===== config.mk =====
export PLATFORM = sky130hd
export DESIGN_NAME = wb_port_arbiter_flat
export DESIGN_NICKNAME = d
export VERILOG_FILES = /design/src/rtl/wb_port_arbiter_if.sv /design/src/rtl/wb_port_arbiter.sv /design/src/flat_wrapper.sv
export SDC_FILE = /design/constraint.sdc
export NUM_CORES = 1
export LEC_CHECK = 0
export BUFFER_PORTS_ARGS = -buffer_cell sky130_fd_sc_hd__buf_2
export CAP_MARGIN = 20
export CORE_MARGIN = 2
export CORE_UTILIZATION = 45
export DETAILED_ROUTE_END_ITERATION = 16
export PLACE_DENSITY = 0.78
export SLEW_MARGIN = 20
export SYNTH_ARGS = -nofsm -noshare
export SYNTH_HDL_FRONTEND = slang
export SYNTH_SLANG_ARGS = --single-unit
export TNS_END_PERCENT = 5

===== constraint.sdc =====
create_clock -name clk -period 4.5 [get_ports clk]
set_input_delay 0.9 -clock clk [delete_from_list [all_inputs] [get_ports clk]]
set_output_delay 0.9 -clock clk [all_outputs]
set_load 0.05 [all_outputs]

===== src/rtl/wb_port_arbiter_if.sv =====
`default_nettype none
// ============================================================================
//  Module      : wb_port_arbiter_if
//  Description : Bundles the writeback, MDU-result, register-file write-port
//                and hazard-query signals of the write-port arbiter.
//                master = the surrounding pipeline/MDU/RF side,
//                slave  = the arbiter itself.
//  Revision    : 1.0  initial release
// ============================================================================
interface wb_port_arbiter_if #(
    parameter int DATA_WIDTH = 32,
    parameter int RF_WIDTH   = 5,
    parameter int DEPTH      = 4
);
    localparam int c_CNT_W = $clog2(DEPTH + 1);

    // writeback stage (MEM/WB register outputs)
    logic                  regWriteW;
    logic [RF_WIDTH-1:0]   regAddr3W;
    logic [DATA_WIDTH-1:0] regDin3W;

    // MDU result handshake
    logic                  mduValid;
    logic                  mduReady;
    logic [RF_WIDTH-1:0]   mduAddr;
    logic [DATA_WIDTH-1:0] mduData;

    // register-file write port
    logic                  rfWe;
    logic [RF_WIDTH-1:0]   rfAddr;
    logic [DATA_WIDTH-1:0] rfDin;

    // hazard-unit query and status
    logic [RF_WIDTH-1:0]   queryAddr;
    logic                  queryPending;
    logic [c_CNT_W-1:0]    fifoCount;

    modport master (
        output regWriteW, regAddr3W, regDin3W,
        output mduValid, mduAddr, mduData,
        output queryAddr,
        input  mduReady,
        input  rfWe, rfAddr, rfDin,
        input  queryPending, fifoCount
    );

    modport slave (
        input  regWriteW, regAddr3W, regDin3W,
        input  mduValid, mduAddr, mduData,
        input  queryAddr,
        output mduReady,
        output rfWe, rfAddr, rfDin,
        output queryPending, fifoCount
    );
endinterface
`default_nettype wire


===== src/rtl/wb_port_arbiter.sv =====
`default_nettype none
// ============================================================================
//  Module      : wb_port_arbiter
//  Description : Shares the single register-file write port between the
//                in-order writeback stage (always wins) and an out-of-order
//                multiply/divide unit whose results are buffered in a small
//                FIFO and drained into idle writeback slots. Provides a
//                pending-destination query for the hazard unit.
//                Optional macro WB_PORT_BYPASS_EN: an MDU result arriving
//                while the FIFO is empty and the port is idle drives the
//                port directly in the same cycle instead of being queued.
//                DEPTH must be a power of two and at least 2.
//  Revision    : 1.0  initial release
// ============================================================================
module wb_port_arbiter #(
    parameter int DATA_WIDTH = 32,
    parameter int RF_WIDTH   = 5,
    parameter int DEPTH      = 4
) (
    input  wire logic        clk,
    input  wire logic        rst,
    wb_port_arbiter_if.slave bus
);

    localparam int c_PTR_W = $clog2(DEPTH);
    localparam int c_CNT_W = $clog2(DEPTH + 1);

    localparam logic [c_CNT_W-1:0]  c_CNT_FULL  = c_CNT_W'(DEPTH);
    localparam logic [c_CNT_W-1:0]  c_CNT_ZERO  = '0;
    localparam logic [c_CNT_W-1:0]  c_CNT_ONE   = c_CNT_W'(1);
    localparam logic [c_PTR_W-1:0]  c_PTR_ONE   = c_PTR_W'(1);
    localparam logic [RF_WIDTH-1:0] c_REG_ZERO  = '0;

    // ------------------------------------------------------------------
    // FIFO storage and bookkeeping
    // ------------------------------------------------------------------
    logic [RF_WIDTH-1:0]   r_addr [DEPTH];
    logic [DATA_WIDTH-1:0] r_data [DEPTH];
    logic [DEPTH-1:0]      r_valid;
    logic [c_PTR_W-1:0]    r_wptr;
    logic [c_PTR_W-1:0]    r_rptr;
    logic [c_CNT_W-1:0]    r_count;

    // ------------------------------------------------------------------
    // Control wires
    // ------------------------------------------------------------------
    logic                  w_busy;
    logic                  w_ready;
    logic                  w_accept;
    logic                  w_bypass;
    logic                  w_push;
    logic                  w_pop;
    logic                  w_nonempty;
    logic [DEPTH-1:0]      w_match;
    logic                  w_rf_we;
    logic [RF_WIDTH-1:0]   w_rf_addr;
    logic [DATA_WIDTH-1:0] w_rf_din;

    // A writeback to x0 is a no-op, so it does not occupy the port.
    assign w_busy     = bus.regWriteW && (bus.regAddr3W != c_REG_ZERO);
    assign w_nonempty = (r_count != c_CNT_ZERO);

    // Ready comes only from registered occupancy: a full FIFO refuses a new
    // result even when its head drains in the same cycle.
    assign w_ready    = !rst && (r_count < c_CNT_FULL);
    assign w_accept   = bus.mduValid && w_ready;

`ifdef WB_PORT_BYPASS_EN
    // Empty FIFO and idle port: the MDU result goes straight to the port.
    assign w_bypass   = !rst && !w_nonempty && !w_busy && bus.mduValid
                        && (bus.mduAddr != c_REG_ZERO);
`else
    assign w_bypass   = 1'b0;
`endif

    // Results targeting x0 complete the handshake but are dropped.
    assign w_push     = w_accept && (bus.mduAddr != c_REG_ZERO) && !w_bypass;
    assign w_pop      = !rst && !w_busy && w_nonempty;

    // Write-port selection: writeback first, then FIFO head, then bypass.
    always_comb begin
        w_rf_we   = 1'b0;
        w_rf_addr = bus.regAddr3W;
        w_rf_din  = bus.regDin3W;
        if (rst) begin
            w_rf_we = 1'b0;
        end else if (w_busy) begin
            w_rf_we = 1'b1;
        end else if (w_nonempty) begin
            w_rf_we   = 1'b1;
            w_rf_addr = r_addr[r_rptr];
            w_rf_din  = r_data[r_rptr];
        end else if (w_bypass) begin
            w_rf_we   = 1'b1;
            w_rf_addr = bus.mduAddr;
            w_rf_din  = bus.mduData;
        end
    end

    // Pointers, occupancy and entry-valid bits; reset flushes everything.
    always_ff @(posedge clk or posedge rst) begin
        if (rst) begin
            r_wptr  <= '0;
            r_rptr  <= '0;
            r_count <= '0;
            r_valid <= '0;
        end else begin
            if (w_pop) begin
                r_rptr          <= r_rptr + c_PTR_ONE;
                r_valid[r_rptr] <= 1'b0;
            end
            if (w_push) begin
                r_wptr          <= r_wptr + c_PTR_ONE;
                r_valid[r_wptr] <= 1'b1;
            end
            case ({w_push, w_pop})
                2'b10:   r_count <= r_count + c_CNT_ONE;
                2'b01:   r_count <= r_count - c_CNT_ONE;
                default: r_count <= r_count;
            endcase
        end
    end

    // Entry payload; validity is tracked separately so no reset is needed.
    always_ff @(posedge clk) begin
        if (w_push) begin
            r_addr[r_wptr] <= bus.mduAddr;
            r_data[r_wptr] <= bus.mduData;
        end
    end

    // Per-entry destination match for the hazard query (head included).
    generate
        for (genvar gi = 0; gi < DEPTH; gi++) begin : g_match
            assign w_match[gi] = r_valid[gi] && (r_addr[gi] == bus.queryAddr);
        end
    endgenerate

    assign bus.queryPending = (|w_match) && (bus.queryAddr != c_REG_ZERO);
    assign bus.mduReady     = w_ready;
    assign bus.fifoCount    = r_count;
    assign bus.rfWe         = w_rf_we;
    assign bus.rfAddr       = w_rf_addr;
    assign bus.rfDin        = w_rf_din;

endmodule
`default_nettype wire


===== src/flat_wrapper.sv =====
// flat-port wrapper written by rule: the top's interface ports become plain ports
module wb_port_arbiter_flat 
#(
    parameter int DATA_WIDTH = 32,
    parameter int RF_WIDTH   = 5,
    parameter int DEPTH      = 4
)
  (clk, rst, bus_regWriteW, bus_regAddr3W, bus_regDin3W, bus_mduValid, bus_mduAddr, bus_mduData, bus_queryAddr, bus_mduReady, bus_rfWe, bus_rfAddr, bus_rfDin, bus_queryPending, bus_fifoCount);
  wb_port_arbiter_if #(.DATA_WIDTH(DATA_WIDTH), .RF_WIDTH(RF_WIDTH), .DEPTH(DEPTH)) bus_i ();
  input  wire logic clk;
  input  wire logic rst;
  input wire logic [$bits(bus_i.regWriteW)-1:0] bus_regWriteW;
  input wire logic [$bits(bus_i.regAddr3W)-1:0] bus_regAddr3W;
  input wire logic [$bits(bus_i.regDin3W)-1:0] bus_regDin3W;
  input wire logic [$bits(bus_i.mduValid)-1:0] bus_mduValid;
  input wire logic [$bits(bus_i.mduAddr)-1:0] bus_mduAddr;
  input wire logic [$bits(bus_i.mduData)-1:0] bus_mduData;
  input wire logic [$bits(bus_i.queryAddr)-1:0] bus_queryAddr;
  output wire logic [$bits(bus_i.mduReady)-1:0] bus_mduReady;
  output wire logic [$bits(bus_i.rfWe)-1:0] bus_rfWe;
  output wire logic [$bits(bus_i.rfAddr)-1:0] bus_rfAddr;
  output wire logic [$bits(bus_i.rfDin)-1:0] bus_rfDin;
  output wire logic [$bits(bus_i.queryPending)-1:0] bus_queryPending;
  output wire logic [$bits(bus_i.fifoCount)-1:0] bus_fifoCount;
  assign bus_i.regWriteW = bus_regWriteW;
  assign bus_i.regAddr3W = bus_regAddr3W;
  assign bus_i.regDin3W = bus_regDin3W;
  assign bus_i.mduValid = bus_mduValid;
  assign bus_i.mduAddr = bus_mduAddr;
  assign bus_i.mduData = bus_mduData;
  assign bus_i.queryAddr = bus_queryAddr;
  assign bus_mduReady = bus_i.mduReady;
  assign bus_rfWe = bus_i.rfWe;
  assign bus_rfAddr = bus_i.rfAddr;
  assign bus_rfDin = bus_i.rfDin;
  assign bus_queryPending = bus_i.queryPending;
  assign bus_fifoCount = bus_i.fifoCount;
  wb_port_arbiter #(.DATA_WIDTH(DATA_WIDTH), .RF_WIDTH(RF_WIDTH), .DEPTH(DEPTH)) u_core (.clk(clk), .rst(rst), .bus(bus_i));
endmodule

== After elaboration in Yosys (flattened, before gate mapping) ==
Memories as Yosys holds them, arrays and structs flattened.
Index checks and enable logic that the tools add are counted.

* Bits in registers: 11
* Bits in latches: 0
* Bits in writable memories: 148
* Memory bits (read-only): 0
* Input bits: 83
* Memories: 2

{| class="wikitable"
|+ Memory list
! memory !! depth !! width !! read ports !! clocked after Yosys merged registers in !! wr ports !! RTL line !! source
|-
| u_core.r_data || 4 || 32 || 1 || 0 || 1 || wb_port_arbiter.sv:38 || <nowiki>logic [DATA_WIDTH-1:0] r_data [DEPTH];</nowiki>
|-
| u_core.r_addr || 4 || 5 || 5 || 0 || 1 || wb_port_arbiter.sv:37 || <nowiki>logic [RF_WIDTH-1:0] r_addr [DEPTH];</nowiki>
|}

* Add/sub/neg operators: 4
* Multipliers: 0
* Div/mod/pow operators: 0
* $lt $le $gt $ge: 5
* Eq/ne operators: 6
* Shifts and indexed selects: 0
* Muxes and demuxes: 18
* Bitwise operators: 3
* Reductions and logical operators: 21

{| class="wikitable"
|+ Operators by type and width
! kind !! number
|-
| 32-bit two-way mux || 3
|-
| 5-bit equality test || 4
|-
| 5-bit two-way mux || 3
|-
| 5-bit nonzero test || 3
|-
| 1-bit logical AND || 13
|-
| 4-bit two-way mux || 2
|-
| 1-bit two-way mux || 7
|-
| 2-bit by 3-bit less-than comparator with 1-bit output, second input constant || 2
|-
| 3-bit case mux with 2 select lines || 1
|-
| 2-bit by 1-bit adder with 2-bit output, second input constant || 2
|-
| 4-bit AND || 1
|-
| 1-bit demux with 2-bit select || 2
|-
| 2-bit by 1-bit greater-or-equal comparator with 1-bit output, second input constant || 2
|-
| 4-bit NOT || 1
|-
| 4-bit OR || 1
|-
| 4-bit OR reduction || 1
|-
| 3-bit by 1-bit adder with 3-bit output, second input constant || 1
|-
| 3-bit less-than comparator, second input constant || 1
|-
| 3-bit nonzero test || 1
|-
| 3-bit by 1-bit subtractor with 3-bit output, second input constant || 1
|-
| 2-bit by 1-bit equality test with 1-bit output, second input constant || 1
|-
| 2-bit equality test, second input constant || 1
|-
| 1-bit zero test || 2
|-
| 2-bit nonzero test || 1
|}

== Depth between registers and ports, before layout ==
* Word-level depth: 9
* Gate-level depth with buffers: 11

== Least setup slack after synthesis ==
No wires, ideal clock.

* Path type: input -> register
* From: input rst
* To: memory u_core.r_addr[0][0] (enable)
* Arrival time: 3.046 ns
* Required time: 4.101 ns
* Slack: 1.056 ns
* Stages on the path: 4
* Path through: nor2_1 -> nand2_1 -> a21oi_1 -> and2_1

* Cells in the longest elaborated chain, start to end: 6

{| class="wikitable"
|+ RTL lines
! element !! RTL line !! source
|-
| from (decl) || flat_wrapper.sv:11 || <nowiki>input wire logic rst;</nowiki>
|-
| 1-bit zero test || wb_port_arbiter.sv:65 || <nowiki>assign w_ready = !rst && (r_count < c_CNT_FULL);</nowiki>
|-
| 1-bit logical AND || wb_port_arbiter.sv:65 ||
|-
| 1-bit logical AND || wb_port_arbiter.sv:66 || <nowiki>assign w_accept = bus.mduValid && w_ready;</nowiki>
|-
| 1-bit logical AND || wb_port_arbiter.sv:77 || <nowiki>assign w_push = w_accept && (bus.mduAddr != c_REG_ZERO) && !w_bypass;</nowiki>
|-
| 1-bit two-way mux || wb_port_arbiter.sv:126 || <nowiki>if (w_push) begin</nowiki>
|-
| 1-bit two-way mux (implied by the code) || wb_port_arbiter.sv:127 || <nowiki>r_addr[r_wptr] <= bus.mduAddr;</nowiki>
|-
| to (decl) || wb_port_arbiter.sv:37 ||
|}

No other way between the ends.

== Worst setup path in the final report ==
* From: input bus_regAddr3W[1]
* To: output bus_rfDin[1]

* Cells in the longest elaborated chain, start to end: 4

{| class="wikitable"
|+ RTL lines
! element !! RTL line !! source
|-
| from (decl) || flat_wrapper.sv:13 || <nowiki>input wire logic [$bits(bus_i.regAddr3W)-1:0] bus_regAddr3W;</nowiki>
|-
| 5-bit nonzero test || wb_port_arbiter.sv:60 || <nowiki>assign w_busy = bus.regWriteW && (bus.regAddr3W != c_REG_ZERO);</nowiki>
|-
| 1-bit logical AND || wb_port_arbiter.sv:60 ||
|-
| 32-bit two-way mux || wb_port_arbiter.sv:87 || <nowiki>end else if (w_busy) begin</nowiki>
|-
| 32-bit two-way mux || wb_port_arbiter.sv:85 || <nowiki>if (rst) begin</nowiki>
|-
| to (decl) || flat_wrapper.sv:22 || <nowiki>output wire logic [$bits(bus_i.rfDin)-1:0] bus_rfDin;</nowiki>
|}

No other way between the ends.

==> flow_metrics.tcl <==
set metrics [dict create \
    outcome "complete, no violations" \
    p_seq_frac 0.410 \
    leakage_nw 3.08 \
    synth_top_area_frac 0.649 \
    startpoint_type "primary input" \
    syn_nets 428 \
    final.period_utilization 0.846 \
    cts_buffers 17 \
    finalClockSkew_ns 0.00932 \
    diodes 0 \
    vias_per_cell 5.15 \
    crit_slowest_cell "or4_1" \
    grt_max_degree 41 \
    die_area_um2 16200 \
    rsz0062_at_grt "no" \
    synth_seq_area_share 0.690 \
    worstPathCellList "buf_2, or4_1, o21ai_2, and2_4, buf_4, mux2_2, buf_2" \
    grt_pass1_wl_mm 19.1 \
    final_net_count 558 \
    grt-ovfl-total 0 \
    postSynthAreaPerCell_um2 20.4 \
    finalSetupTns_ns 0 \
    holdPathEnd "u_core.r_valid[3]" \
    crit_top_cell "buf_2" \
    endpoint_kind "output port" \
    instances_no_fill 666 \
    drive_gt1_frac 0.496 \
    hold_path_depth 1 \
    port_buffers 125 \
    hold_path_class "register to register" \
    num_rows 45 \
    post_cts.repair.setup_buffers 0 \
    coreArea_um2 15000 \
    setup_violations 0 \
    dp.cells 634 \
    ys_types 32 \
    crit-reg2reg-launch "u_core.bus.fifoCount[2]" \
    cap_violations 0 \
    ant_nets 0 \
    seq_area_um2 4720 \
    required_ns 3.60 \
    cts_hold_buf 0 \
    netlist_area_um2 6840 \
    gp_congestion 0.836 \
    slowest_delay_ns 0.55 \
    fmax_ghz 0.263 \
    cp_max_fo 13 \
    tritoncts "done" \
    n_fill_cell 1168 \
    drt_first_pass_iters 6 \
    vias 3432 \
    peakVddDrop_uv 523 \
    antenna_found_initial 0 \
    pwr-share-clk 0.307 \
    start_util 0.455 \
    synth_top_area_cell "edfxtp_1" \
    path_clk_slew_ns 0.06 \
    synth_seq_cells 159 \
    intPower_mw 3.34 \
    cts_buffer_depth 2 \
    die_width_um 127 \
    grt_use_total 0.160 \
    post-route-drc-count 0 \
    cts.sinks 159 \
    min_from "u_core.r_valid[3]" \
    synth-main-ff-cell "edfxtp_1" \
    wl_per_cell_um 18.6 \
    finalHoldViolations 0 \
    ios 126 \
    clkLatencyLatePin_ns 0.42 \
    dpl.hpwl_mm 7.86 \
    worst-slew-pin-transition_ns 1.05 \
    regToRegSetupSlack_ns 2.04 \
    path_class "primary input to output port" \
    synth.yosys.warnings 0 \
    h-tree-depth 4 \
    power_density_nw_per_um2 582 \
    p_sw_frac 0.304 \
    p_sw_mw 1.46 \
    drt_wl_total_mm 12.4 \
    synth_area_leaders "edfxtp_1 65%, mux4_2 12%, mux2_4 6.6%" \
    pwr-share-comb 0.283 \
    drt_iter0_markers 225 \
    cts_resized 0 \
    multi_input_area_um2 1950 \
    synth_cells 335 \
    async_reset_ff_frac 0.0692 \
    clockRootBuffer "clkbuf_16" \
    synth_edf_count 148 \
    min_period_ns 3.81 \
    die_h_um 127 \
    r2r_end "u_core.r_data[2][8]" \
    rr_worst_depth 4 \
    area_growth_pct 20.4 \
    grt_pass1_vias 3553 \
    critical_path.top_delay_family "simple AND/OR/NAND/NOR gates" \
    crit_arrival_ns 2.91 \
    slew_headroom 0.300 \
    path_buf_inv 3 \
    slew_violations 0 \
]
## routing by layer
metal  share of wire  wire [um]  vias up  global-route usage
met5               0          0        -                   0
met4           0.011        138        0              0.0472
met3           0.050        624       18              0.0511
met2            0.50       6240      120               0.260
met1            0.43       5380     1704               0.210
li1                -          -     1590                   -
## layout by cell type, fill, tap and decap left out, types with 3 or more instances in the layout
master,Yosys,routed
edfxtp_1,148,148
nand2_1,7,7
mux2_2,5,5
mux2_4,30,30
buf_2,3,125
xnor2_1,7,7
inv_1,9,9
clkinv_2,0,3
a21o_1,4,4
mux4_2,37,37
xor2_1,18,18
nand3_1,4,4
clkbuf_1,7,4
nor2_1,4,4
ha_1,9,9
dfrtp_1,11,9
and2_4,1,4
nor4_1,4,4
clkinv_4,0,3
clkbuf_16,0,17
bufinv_16,0,4
## area by class of cell
cell class                 instances  share of cell area
clock buffer                      22              0.0551
clock inverter                    10              0.0196
inverter                           9             0.00410
multi-input combinational        149               0.237
sequential                       159               0.573
tap                              188              0.0286
timing repair buffer             129              0.0826
## flip-flops by register name, summed over array words and instances (netlist names)
name / count
u_core.r_rptr: 2
u_core.r_data: 128
u_core.r_wptr: 2
u_core.r_addr: 20
u_core.bus.fifoCount: 3
u_core.r_valid: 4
## stage by stage
stage | power (mW) | util | cell area, um2 | setup slack [ns] | hold slack [ns]
floorplan | 3.06 | - | 6840 | 1.06 | 0.449
global placement | 3.35 | 0.507 | 7620 | 0.745 | 0.474
detailed placement | 3.38 | 0.507 | 7620 | 0.710 | 0.475
CTS | 4.86 | 0.548 | 8230 | 0.677 | 0.494
global route | 5.01 | 0.548 | 8240 | 0.623 | 0.502
finish | 4.80 | 0.548 | 8240 | 0.695 | 0.489
## worst max-delay path by stage
stage / startpoint / to / cells past startpoint
2_1_floorplan: rst / u_core.r_addr[0][0] / 4
3_3_place_gp: bus_regAddr3W[1] / bus_rfDin[2] / 7
3_5_place_dp: bus_regAddr3W[1] / bus_rfDin[1] / 7
4_1_cts: bus_regAddr3W[1] / bus_rfDin[1] / 7
5_1_grt: bus_regAddr3W[1] / bus_rfDin[0] / 7
6_report: bus_regAddr3W[1] / bus_rfDin[1] / 7
## power by group through the flow
stage | Clock [mW] | Sequential (mW) | Combinational [mW]
2_1_floorplan | 0 | 1.91 | 1.15
3_3_place_gp | 0 | 2.00 | 1.36
3_5_place_dp | 0 | 2.01 | 1.37
4_1_cts | 1.50 | 1.98 | 1.38
5_1_grt | 1.56 | 2.00 | 1.45
6_report | 1.47 | 1.97 | 1.36
## Yosys cell counts, types with 2 or more instances
cell type / count
edfxtp_1: 148
mux4_2: 37
mux2_4: 30
xor2_1: 18
dfrtp_1: 11
ha_1: 9
inv_1: 9
clkbuf_1: 7
nand2_1: 7
xnor2_1: 7
mux2_2: 5
a21o_1: 4
and2_1: 4
buf_12: 4
nand3_1: 4
nor2_1: 4
nor4_1: 4
buf_1: 3
buf_2: 3
a21oi_1: 2
mux2_1: 2
nor3_1: 2
or4_1: 2
## cell families after synthesis
group / after synthesis / share of synthesized area
AO/OA/AOI/OAI: 10 / 0.00969
XOR/XNOR: 25 / 0.0320
AND/OR/NAND/NOR: 29 / 0.0221
flip-flops: 159 / 0.690
multiplexers: 75 / 0.201
buffers and inverters: 27 / 0.0265
adder cells (fa/ha/maj): 10 / 0.0194
(Power assumes the default switching activity.)
